`config.mk`:
```
export PLATFORM = sky130hd
export DESIGN_NAME = hazard_ctrl
export DESIGN_NICKNAME = d
export VERILOG_FILES = /design/src/rtl/cpu_pkg.sv /design/src/rtl/forward_unit.sv /design/src/rtl/hazard_ctrl.sv
export SDC_FILE = /design/constraint.sdc
export NUM_CORES = 1
export LEC_CHECK = 0
export ABC_AREA = 1
export CORE_MARGIN = 2
export CORE_UTILIZATION = 44
export CTS_CLUSTER_SIZE = 20
export DETAILED_ROUTE_END_ITERATION = 10
export PLACE_DENSITY_LB_ADDON = 0.3
export SETUP_SLACK_MARGIN = 0.4
export SYNTH_ARGS = -nofsm -noshare
export SYNTH_HDL_FRONTEND = slang
export SYNTH_HIERARCHICAL = 1
export SYNTH_SLANG_ARGS = --single-unit
```
`constraint.sdc`:
```
create_clock -name clk -period 2.04 [get_ports clk]
set_input_delay 0.408 -clock clk [delete_from_list [all_inputs] [get_ports clk]]
set_output_delay 0.408 -clock clk [all_outputs]
set_load 0.01 [all_outputs]
```
`src/rtl/cpu_pkg.sv`:
```
// cpu_pkg: shared state, forwarding and result-select encodings for the pipeline control
package cpu_pkg;
  typedef enum logic {RUN = 1'b0, MWAIT = 1'b1} mem_state_e;
  localparam logic [1:0] FWD_RF = 2'b00;
  localparam logic [1:0] FWD_W = 2'b01;
  localparam logic [1:0] FWD_M = 2'b10;
  localparam logic [1:0] RS_LOAD = 2'b01;
endpackage

```
`src/rtl/forward_unit.sv`:
```
// forward_unit: decode-comparator and execute-operand forwarding selects
module forward_unit
  import cpu_pkg::*;
(
  input  logic [4:0] Rs1D,
  input  logic [4:0] Rs2D,
  input  logic [4:0] Rs1E,
  input  logic [4:0] Rs2E,
  input  logic [4:0] RdM,
  input  logic [4:0] RdW,
  input  logic       RegWriteM,
  input  logic       RegWriteW,
  output logic       ForwardAD,
  output logic       ForwardBD,
  output logic [1:0] ForwardAE,
  output logic [1:0] ForwardBE
);
  logic m_ok, w_ok;
  always_comb begin
    m_ok = RegWriteM && RdM != 5'd0;
    w_ok = RegWriteW && RdW != 5'd0;
    ForwardAD = m_ok && RdM == Rs1D;
    ForwardBD = m_ok && RdM == Rs2D;
    ForwardAE = (m_ok && RdM == Rs1E) ? FWD_M : (w_ok && RdW == Rs1E) ? FWD_W : FWD_RF;
    ForwardBE = (m_ok && RdM == Rs2E) ? FWD_M : (w_ok && RdW == Rs2E) ? FWD_W : FWD_RF;
  end
endmodule

```
`src/rtl/hazard_ctrl.sv`:
```
// hazard_ctrl: pipeline stall/flush/forward control with data-memory wait FSM and stall counter
module hazard_ctrl
  import cpu_pkg::*;
#(
  parameter int MEM_TIMEOUT = 16,
  parameter int CNT_W = 32
) (
  input  logic             clk,
  input  logic             rst,
  input  logic [4:0]       Rs1D,
  input  logic [4:0]       Rs2D,
  input  logic [4:0]       Rs1E,
  input  logic [4:0]       Rs2E,
  input  logic [4:0]       RdE,
  input  logic [4:0]       RdM,
  input  logic [4:0]       RdW,
  input  logic             RegWriteE,
  input  logic             RegWriteM,
  input  logic             RegWriteW,
  input  logic [1:0]       ResultSrcE,
  input  logic [1:0]       ResultSrcM,
  input  logic             BranchD,
  input  logic             JumpD,
  input  logic             PCSrcD,
  input  logic             MemReqM,
  input  logic             MemAckM,
  output logic             StallF,
  output logic             StallD,
  output logic             StallE,
  output logic             StallM,
  output logic             FlushD,
  output logic             FlushE,
  output logic             FlushW,
  output logic             ForwardAD,
  output logic             ForwardBD,
  output logic [1:0]       ForwardAE,
  output logic [1:0]       ForwardBE,
  output logic             MemErr,
  output logic [CNT_W-1:0] StallCnt
);
  localparam int WW = $clog2(MEM_TIMEOUT + 1);
  localparam logic [WW-1:0] WMAX = WW'(MEM_TIMEOUT - 1);
  mem_state_e state_q, state_d;
  logic [WW-1:0] wcnt_q, wcnt_d;
  logic [CNT_W-1:0] stall_cnt_q, stall_cnt_d;
  logic fad, fbd;
  logic [1:0] fae, fbe;
  logic pending, in_wait, timeout, memstall, lwstall, brstall, dstall;
  forward_unit u_fwd (
    .Rs1D(Rs1D), .Rs2D(Rs2D), .Rs1E(Rs1E), .Rs2E(Rs2E),
    .RdM(RdM), .RdW(RdW), .RegWriteM(RegWriteM), .RegWriteW(RegWriteW),
    .ForwardAD(fad), .ForwardBD(fbd), .ForwardAE(fae), .ForwardBE(fbe)
  );
  always_comb begin
    pending = MemReqM && !MemAckM;
    in_wait = state_q == MWAIT;
    timeout = in_wait && pending && wcnt_q == WMAX;
    memstall = pending && !timeout;
    lwstall = ResultSrcE == RS_LOAD && RdE != 5'd0 && (RdE == Rs1D || RdE == Rs2D);
    brstall = BranchD && ((RegWriteE && RdE != 5'd0 && (RdE == Rs1D || RdE == Rs2D)) ||
              (ResultSrcM == RS_LOAD && RdM != 5'd0 && (RdM == Rs1D || RdM == Rs2D)));
    dstall = !memstall && (lwstall || brstall);
    StallF = !rst && (memstall || dstall);
    StallD = StallF;
    StallE = !rst && memstall;
    StallM = StallE;
    FlushD = rst || (!memstall && !dstall && (PCSrcD || JumpD));
    FlushE = rst || dstall;
    FlushW = rst || memstall;
    ForwardAD = !rst && fad;
    ForwardBD = !rst && fbd;
    ForwardAE = rst ? FWD_RF : fae;
    ForwardBE = rst ? FWD_RF : fbe;
    MemErr = !rst && timeout;
    state_d = in_wait ? ((!MemReqM || MemAckM || timeout) ? RUN : MWAIT) : (pending ? MWAIT : RUN);
    wcnt_d = (in_wait && state_d == MWAIT) ? ((wcnt_q == WMAX) ? wcnt_q : wcnt_q + 1'b1) : '0;
    stall_cnt_d = (StallF && !(&stall_cnt_q)) ? stall_cnt_q + 1'b1 : stall_cnt_q;
  end
  assign StallCnt = stall_cnt_q;
  always_ff @(posedge clk) begin
    if (rst) begin
      state_q <= RUN;
      wcnt_q <= '0;
      stall_cnt_q <= '0;
    end else begin
      state_q <= state_d;
      wcnt_q <= wcnt_d;
      stall_cnt_q <= stall_cnt_d;
    end
  end
endmodule
```
# Yosys cells after proc, flatten, opt, wreduce, memory -nomap -nowiden
# Index checks and enable logic that the tools add are counted.
totals:
  ff_bits: 38
  in_bits: 49
  out_inout_bits: 46
  word_cells: 78
op_classes:
  addsub: 2
  n_eq_ne: 11
  muxes: 9
  n_bitwise: 1
  reduce_logical: 52
ops:
  columns: ["operator", "count"]
  rows:
  - ["$eq 5x5->1", 8]
  - ["$add 32x1->32 const B", 1]
  - ["$reduce_and 32->1", 1]
  - ["$logic_and 1x1->1", 29]
  - ["$reduce_bool 5->1", 3]
  - ["$logic_or 1x1->1", 11]
  - ["$mux 2", 4]
  - ["$logic_not 1->1", 7]
  - ["$add 5x1->5 const B", 1]
  - ["$eq 5x4->1 const B", 1]
  - ["$mux 1", 5]
  - ["$eq 2x1->1 const B", 2]
  - ["$reduce_or 2->1", 1]
  - ["$not 1->1", 1]

# Longest topological paths before layout
logic_depth:
  ltp_word: 12
  ltp_mapped: 14

# Cells and area by module
# Netlist, hierarchy kept.
by_module_without_submodules:
  columns: ["mod", "n_inst", "cells_per_inst", "area_each_um2", "seq_area_each_um2"]
  rows:
  - ["hazard_ctrl", 1, 481, 2847.7, 760.7]
  - ["forward_unit", 1, 100, 524.3, 0.0]

# Worst setup path before layout
# OpenSTA, ideal clock, no wires.
synth_timing:
  path_type: "register to output"
  startpoint: "register wcnt_q[0]"
  endpoint: "output FlushD"
  arrival_time_ns: 1.729
  t_required_ns: 1.632
  slack_ns: -0.097
  stages_incl_launch_ff: 11
  path_cell_list: "dfxtp_1 > ha_1 > nand2_1 > nor2_1 > ha_1 > nand3_1 > nand2_1 > nand3_1 > buf_4 > buf_4 > o21ai_0"
synth_via:
  elab_chain_len: 10
synth_rtl:
  columns: ["item", "line_no", "text"]
  rows:
  - ["start: declaration", "hazard_ctrl.sv:44", "logic [WW-1:0] wcnt_q, wcnt_d;"]
  - ["start signal: assignment", "hazard_ctrl.sv:87", "wcnt_q <= wcnt_d;"]
  - ["$eq 5x4->1 *", "hazard_ctrl.sv:57", "timeout = in_wait && pending && wcnt_q == WMAX;"]
  - ["$logic_and 1x1->1 *", "hazard_ctrl.sv:57", null]
  - ["$logic_not 1->1 *", "hazard_ctrl.sv:58", "memstall = pending && !timeout;"]
  - ["$logic_and 1x1->1 *", "hazard_ctrl.sv:58", null]
  - ["$logic_not 1->1 *", "hazard_ctrl.sv:62, hazard_ctrl.sv:67", null]
  - ["$logic_and 1x1->1", "hazard_ctrl.sv:62", "dstall = !memstall && (lwstall || brstall);"]
  - ["$logic_not 1->1", "hazard_ctrl.sv:67", "FlushD = rst || (!memstall && !dstall && (PCSrcD || JumpD));"]
  - ["$logic_and 1x1->1 * (2 in a row)", "hazard_ctrl.sv:67", null]
  - ["$logic_or 1x1->1 *", "hazard_ctrl.sv:67", null]
  - ["end: declaration", "hazard_ctrl.sv:31", "output logic FlushD,"]
# Mark *: on every way between the ends. The rest lies on a longest branch, timed or not.

# Worst setup path after layout
layout_timing:
  startpoint: "register wcnt_q[1]"
  endpoint: "output FlushW"
layout_via:
  elab_chain_len: 5
layout_rtl:
  columns: ["item", "line_no", "text"]
  rows:
  - ["$eq 5x4->1", "hazard_ctrl.sv:57", null]
  - ["$logic_and 1x1->1", "hazard_ctrl.sv:57", null]
  - ["$logic_not 1->1", "hazard_ctrl.sv:58", null]
  - ["$logic_and 1x1->1", "hazard_ctrl.sv:58", null]
  - ["$logic_or 1x1->1", "hazard_ctrl.sv:69", "FlushW = rst || memstall;"]
  - ["end: declaration", "hazard_ctrl.sv:33", "output logic FlushW,"]
# No other way between the ends.

==> metrics.md <==
| Metric | Value |
|---|---|
| Core box area | `7331 µm²` |
| Layout cell share with drive strength beyond 1 | `33.38%` |
| Top Ports | `95` |
| CTS Buf Count | `5` |
| Unique masters post-synth | `31` |
| Initial antenna violation count | `0` |
| Failing checks | `negative setup slack` |
| Worst slack, placed | `-725.1 ps` |
| Final Hold Vio Count | `0` |
| MaxCap Viol Count | `0` |
| Avg Vias per Cell | `5.210` |
| Clock sink count | `38` |
| Critical Path RT | `1630 ps` |
| Htree depth | `2` |
| WL final | `11670 µm` |
| Top-count cell post-synth | `nand2_1` |
| Antenna Cells | `0` |
| Chip width | `91.54 µm` |
| Largest net degree at the start of global routing | `18` |
| Storage element area | `800.8 µm²` |
| Top-area cell type share of the netlist area | `22.56%` |
| Mean Syn Cell Area | `5.804 µm²` |
| RSZ-0062 raised after global routing | `yes` |
| Most instantiated cells after synthesis | `nand2_1 (177), inv_1 (89), nor2_1 (81)` |
| Root Driver | `clkbuf_8` |
| CP Capture Type | `output pin` |
| Placed cell count | `793` |
| Final nets | `779` |
| Total GRT Usage | `26.21%` |
| Reg clk slew, reported paths | `80 ps` |
| Slew @ Worst Pin | `360.7 ps` |
| Post-synth EDFFs | `0` |
| Worst IR Drop VDD | `0.2855 mV` |
| Relative slew margins | `75.77%` |
| FFs w/ async S/R, synth | `0%` |
| Non-Filler Instances | `827` |
| Fin crit period | `2160 ps` |
| Final worst-path cycle share | `105.9%` |
| TritonCTS clock tree | `done` |
| Fillers | `532` |
| Detailed Place HPWL | `7322 µm` |
| CP Launch Type | `register` |
| Run status | `complete, but fails checks` |
| Clock Latency Late Sink | `310 ps` |
| CP arrival | `1750 ps` |
| Die span in y | `91.54 µm` |
| Initial Util | `46.00%` |
| Crit Path Max Fanout | `3` |
| Setup violators final | `19` |
| Row count | `31` |
| Syn nets | `633` |
| Top FF cell, synth | `dfxtp_1` |
| Number of global-route vias before repair | `4068` |
| DRC viols | `0` |
| Warnings, synthesis | `6` |
| Area of the multi-input gates | `2550 µm²` |
| Die area | `8380 µm²` |
| Mapped Cells | `581` |
| Post-Layout Inst Area | `5565 µm²` |
| Total number of vias | `4309` |
| Hold slack | `522.3 ps` |
| GRT overflow | `0` |
| Max Clk Rate | `0.4630 GHz` |
| WL/cell | `14.11 µm` |
| Setup CP Type | `reg2out` |
| Worst Slack Setup Final | `-119.7 ps` |
| Clock buffer depth | `2` |
| DRT Pass-1 Iters | `6` |
| Area after DPL | `4642 µm²` |
| Layout area overhead | `65.05%` |
| Worst hold-check path type | `reg2reg` |
| LEAKAGE | `2.897 nW` |
| Flops & latches, synth | `38` |
| Gpl congestion | `0.8349` |
| Port bufs | `94` |
| Fin. max-slew vios | `0` |
| Synth area leader | `dfxtp_1` |
| Design Power | `2.046 mW` |
| Clock skew | `10.98 ps` |
| Starting DRC count in detailed routing | `263` |
| Area contributors post-synth | `dfxtp_1 (23%), nand2_1 (20%), inv_1 (9.9%)` |
| Remaining antenna violation count | `0` |
| Mapped Area | `3372 µm²` |
| First-pass GRT wire length | `18110 µm` |
| Cell area power density | `367.6 nW/µm²` |
| Share of the yosys chip area belonging to registers | `22.56%` |
-- timing repair --
item | 4_1_cts | 5_1_grt
cloned | 4 | 2
endpoints found under the setup margin | 78 | 59
pin swaps | 41 | 35
hold buffers | 0 | 0
resized for setup | 290 | 80
setup buffers | 13 | 7
-- worst max-delay path: stages, from the launching register on --
cell     delay [ps]
dfxtp_2         360
ha_4            140
nand2_2          40
nor2_2          120
ha_2            220
nand3_4          90
nand2_4         120
buf_6           110
buf_6            90
nand2_2          40
buf_6           120
-- where the power goes --
| group | switching [mW] | internal, mW |
|---|---|---|
| Clock | 0.312 | 0.364 |
| Sequential | 0.00684 | 0.743 |
| Combinational | 0.292 | 0.329 |
-- sequential cells by signal, indices dropped and copies added, names as in the netlist --
register / flops
StallCnt: 32
in_wait: 1
wcnt_q: 5
-- layout by cell type (no fill, tap or decap), drive strengths merged --
cell type / instances
clkdlybuf4s50: 10
bufinv: 1
nor3: 11
nand3b: 2
bufbuf: 1
nand2: 181
ha: 3
xnor2: 19
dfxtp: 38
a21oi: 12
o211ai: 1
inv: 93
clkinvlp: 2
nand3: 52
nor2: 99
dlygate4sd2: 29
dlymetal6s2s: 13
xor2: 7
nor4: 3
nand4: 31
clkbuf: 9
a31oi: 3
clkdlybuf4s15: 7
nor3b: 2
buf: 94
o21ai: 5
-- per-layer routing --
layer	up-vias	part of all wire (%)	track usage, %
met4	0	2.1	7.955
met3	22	5.4	3.485
li1	2111	-	-
met5	-	0	0
met1	2005	42	33.00
met2	171	51	46.14
-- logic make-up (layout without fill, tap and decap cells) --
logic type      Yosys count  after routing  share of synthesized area (%)
compound gates           21             21                          3.637
buf+inv                 112            259                          14.03
xor+xnor                 26             26                          6.753
fa+ha+maj                 3              3                          1.113
flops                    38             38                          22.56
simple gates            381            381                          51.91
-- path summary, 6_finish.rpt --
check / from / to / slack [ps] / cells past startpoint
worst max-delay path: wcnt_q[1] / FlushW / -120 / 10
worst min-delay path: wcnt_q[4] / wcnt_q[4] / 520 / 2
worst max register to register: wcnt_q[1] / StallCnt[31] / -50 / 14
worst min register to register: wcnt_q[4] / wcnt_q[4] / 520 / 2
-- final cells by class --
cell class | count | share of cell area [%]
tap | 99 | 2.226
timing repair buffer | 158 | 29.11
sequential | 38 | 14.39
multi-input combinational | 431 | 45.82
clock inverter | 3 | 0.8094
clock buffer | 5 | 1.237
inverter | 93 | 6.407
-- per-stage QoR --
step,setup TNS (ps),util (%)
global placement,-22310,63.32
floorplan,0,-
finish,-957.5,75.92
global route,-4477,75.92
detailed placement,-24980,63.32
CTS,-180.9,70.63
Power figures use the tool's default switching activity.
==> RTL change, RTL diff (same flow settings) <==
The parameter `MEM_TIMEOUT` goes from 16 to 8.
--- a/src/rtl/hazard_ctrl.sv
+++ b/src/rtl/hazard_ctrl.sv
@@ -3,5 +3,5 @@
   import cpu_pkg::*;
 #(
-  parameter int MEM_TIMEOUT = 16,
+  parameter int MEM_TIMEOUT = 8,
   parameter int CNT_W = 32
 ) (
Function: changed (Yosys sat finds a counterexample within 10 cycles, from zero or initial values and one cycle with rst high).
==> RTL change against the original RTL <==
The flow still finishes with violations (negative setup slack). Hold slack improved by 7.6 ps. Final area up 1.9%. Worst setup slack gained 73 ps. Sequential cell count fell by 1. Area after synthesis fell by 1.7%. Clock power decreased by 16%. Routed wire length up 16%. Power shrank 4.3%.
==> RTL change: results <==
group,metric,value,unit
detailed_routing,drt_iter0_markers,406,
timing,fin_skew,10.7,ps
setup_path,reg2reg_slack,-20,ps
cells_and_area,fillers,500,
timing,setup_slack,-46.3,ps
placed_design,gp_congestion,0.947,
outcome,status,"complete, but fails checks",
global_route,grt_pass1_vias,4063,
setup_path,cp-endpoint,"FlushE",
cells_and_area,nNetsFinal,800,
yosys,synth_seq_area_share,0.223,
detailed_routing,via_per_inst,5.51,
global_route,grt_pass1_wl,18300,µm
power,leakage,2.98,nW
placed_design,dp_hpwl,7510,µm
power,peakVddDrop,0.227,mV
yosys,synth.area.top_cells,"dfxtp_1 22%, nand2_1 21%, nor2_1 11%, inv_1 10%, nand3_1 6.0%",
timing,setup_viol,8,
setup_path,cp.arrival,1680,ps
yosys,synth_nets,637,
yosys,synth_common_cells,"188 x nand2_1, 93 x nor2_1, 88 x inv_1",
outcome,failed_checks,"negative setup slack",
yosys,ys_warn_count,6,
global_route,grt_max_degree,22,
timing,worstMarginPinSlew,494,ps
yosys,netlist.area_leader.share,0.223,
cells_and_area,drive_above_1_share,0.332,
setup_path,r2r_end,"StallCnt[6]$_SDFFE_PP0P_",
global_route,antenna_found_initial,0,
yosys,synth_cell_types,33,
detailed_routing,routedWlPerCell,15.9,µm
setup_path,rr_worst_depth,14,
[RTL change: cell types whose count changed in the layout (fill, tap and decap cells not counted), moves of 6 or more]
| cell | delta |
|---|---|
| a21oi_2 | -6 |
| nand2_1 | +9 |
| a31oi_4 | +6 |
| nor2_2 | -7 |
| dfxtp_2 | -6 |
| nor2_1 | +14 |
| buf_4 | +8 |
| nand3_1 | -9 |
[RTL change: through the flow]
step                worst slack, ps  cells  hold WS [ps]  TNS, ps  area, µm²
detailed placement             -737    800           500   -18770       4630
global placement               -738    800           487   -17840       4630
floorplan                       209    586           427        0       3390
finish                        -46.3    849           530     -227       5670
global route                   -120    849           534    -1420       5670
CTS                            7.89    833           501        0       5210
[RTL change: worst max-delay path: cells and delay by family, from the launching register on]
kind	cells	cell delay, ps
flops	1	360
simple gates	3	190
compound gates	2	300
fa+ha+maj	1	150
buf+inv	3	370
[RTL change: kinds of logic after synthesis]
logic type	Yosys count	share of synthesized area
simple gates	385	0.517
buf+inv	111	0.138
flops	37	0.223
compound gates	26	0.0479
xor+xnor	25	0.0661
fa+ha+maj	2	0.00755
[RTL change: report_power, final]
group | switching (W) | internal (W) | leakage, nW | total [W]
combinational | 0.000314 | 0.000343 | 2.61 | 0.000657
sequential | 0.00000762 | 0.000723 | 0.311 | 0.000731
clock | 0.000295 | 0.000274 | 0.0512 | 0.000570
[RTL change: worst min path at each step]
stage,start,endpoint,slack [ps]
floorplan,wcnt_q[0]$_SDFFE_PP0P_,wcnt_q[0]$_SDFFE_PP0P_,430
global placement,in_wait$_SDFF_PP0_,wcnt_q[0]$_SDFFE_PP0P_,490
detailed placement,in_wait$_SDFF_PP0_,wcnt_q[0]$_SDFFE_PP0P_,500
CTS,in_wait$_SDFF_PP0_,wcnt_q[0]$_SDFFE_PP0P_,500
global route,StallCnt[7]$_SDFFE_PP0P_,StallCnt[7]$_SDFFE_PP0P_,530
finish,StallCnt[7]$_SDFFE_PP0P_,StallCnt[7]$_SDFFE_PP0P_,530
[RTL change: metal layers]
layer,wire length (µm),track usage,part of all wire
met5,0,0,0
met4,749,0.0732,0.056
met3,1140,0.0426,0.084
met2,6580,0.481,0.49
met1,5020,0.320,0.37
[RTL change: cell type report]
class	count	area (µm²)	share of cell area
Multi-Input combinational cell	438	2550	0.449
Timing Repair Buffer	175	1770	0.311
Sequential cell	37	781	0.138
Inverter	92	357	0.0629
Tap cell	99	124	0.0218
Clock buffer	6	82.6	0.0146
Clock inverter	2	13.8	0.00243
[RTL change: what timing repair did]
| action | in CTS | in global routing |
|---|---|---|
| hold buffers | 0 | 0 |
| buffers inserted | 23 | 8 |
| gates resized for setup | 296 | 90 |
| endpoints found under the setup margin | 77 | 57 |
| gates cloned | 2 | 8 |
| pin swaps | 39 | 46 |
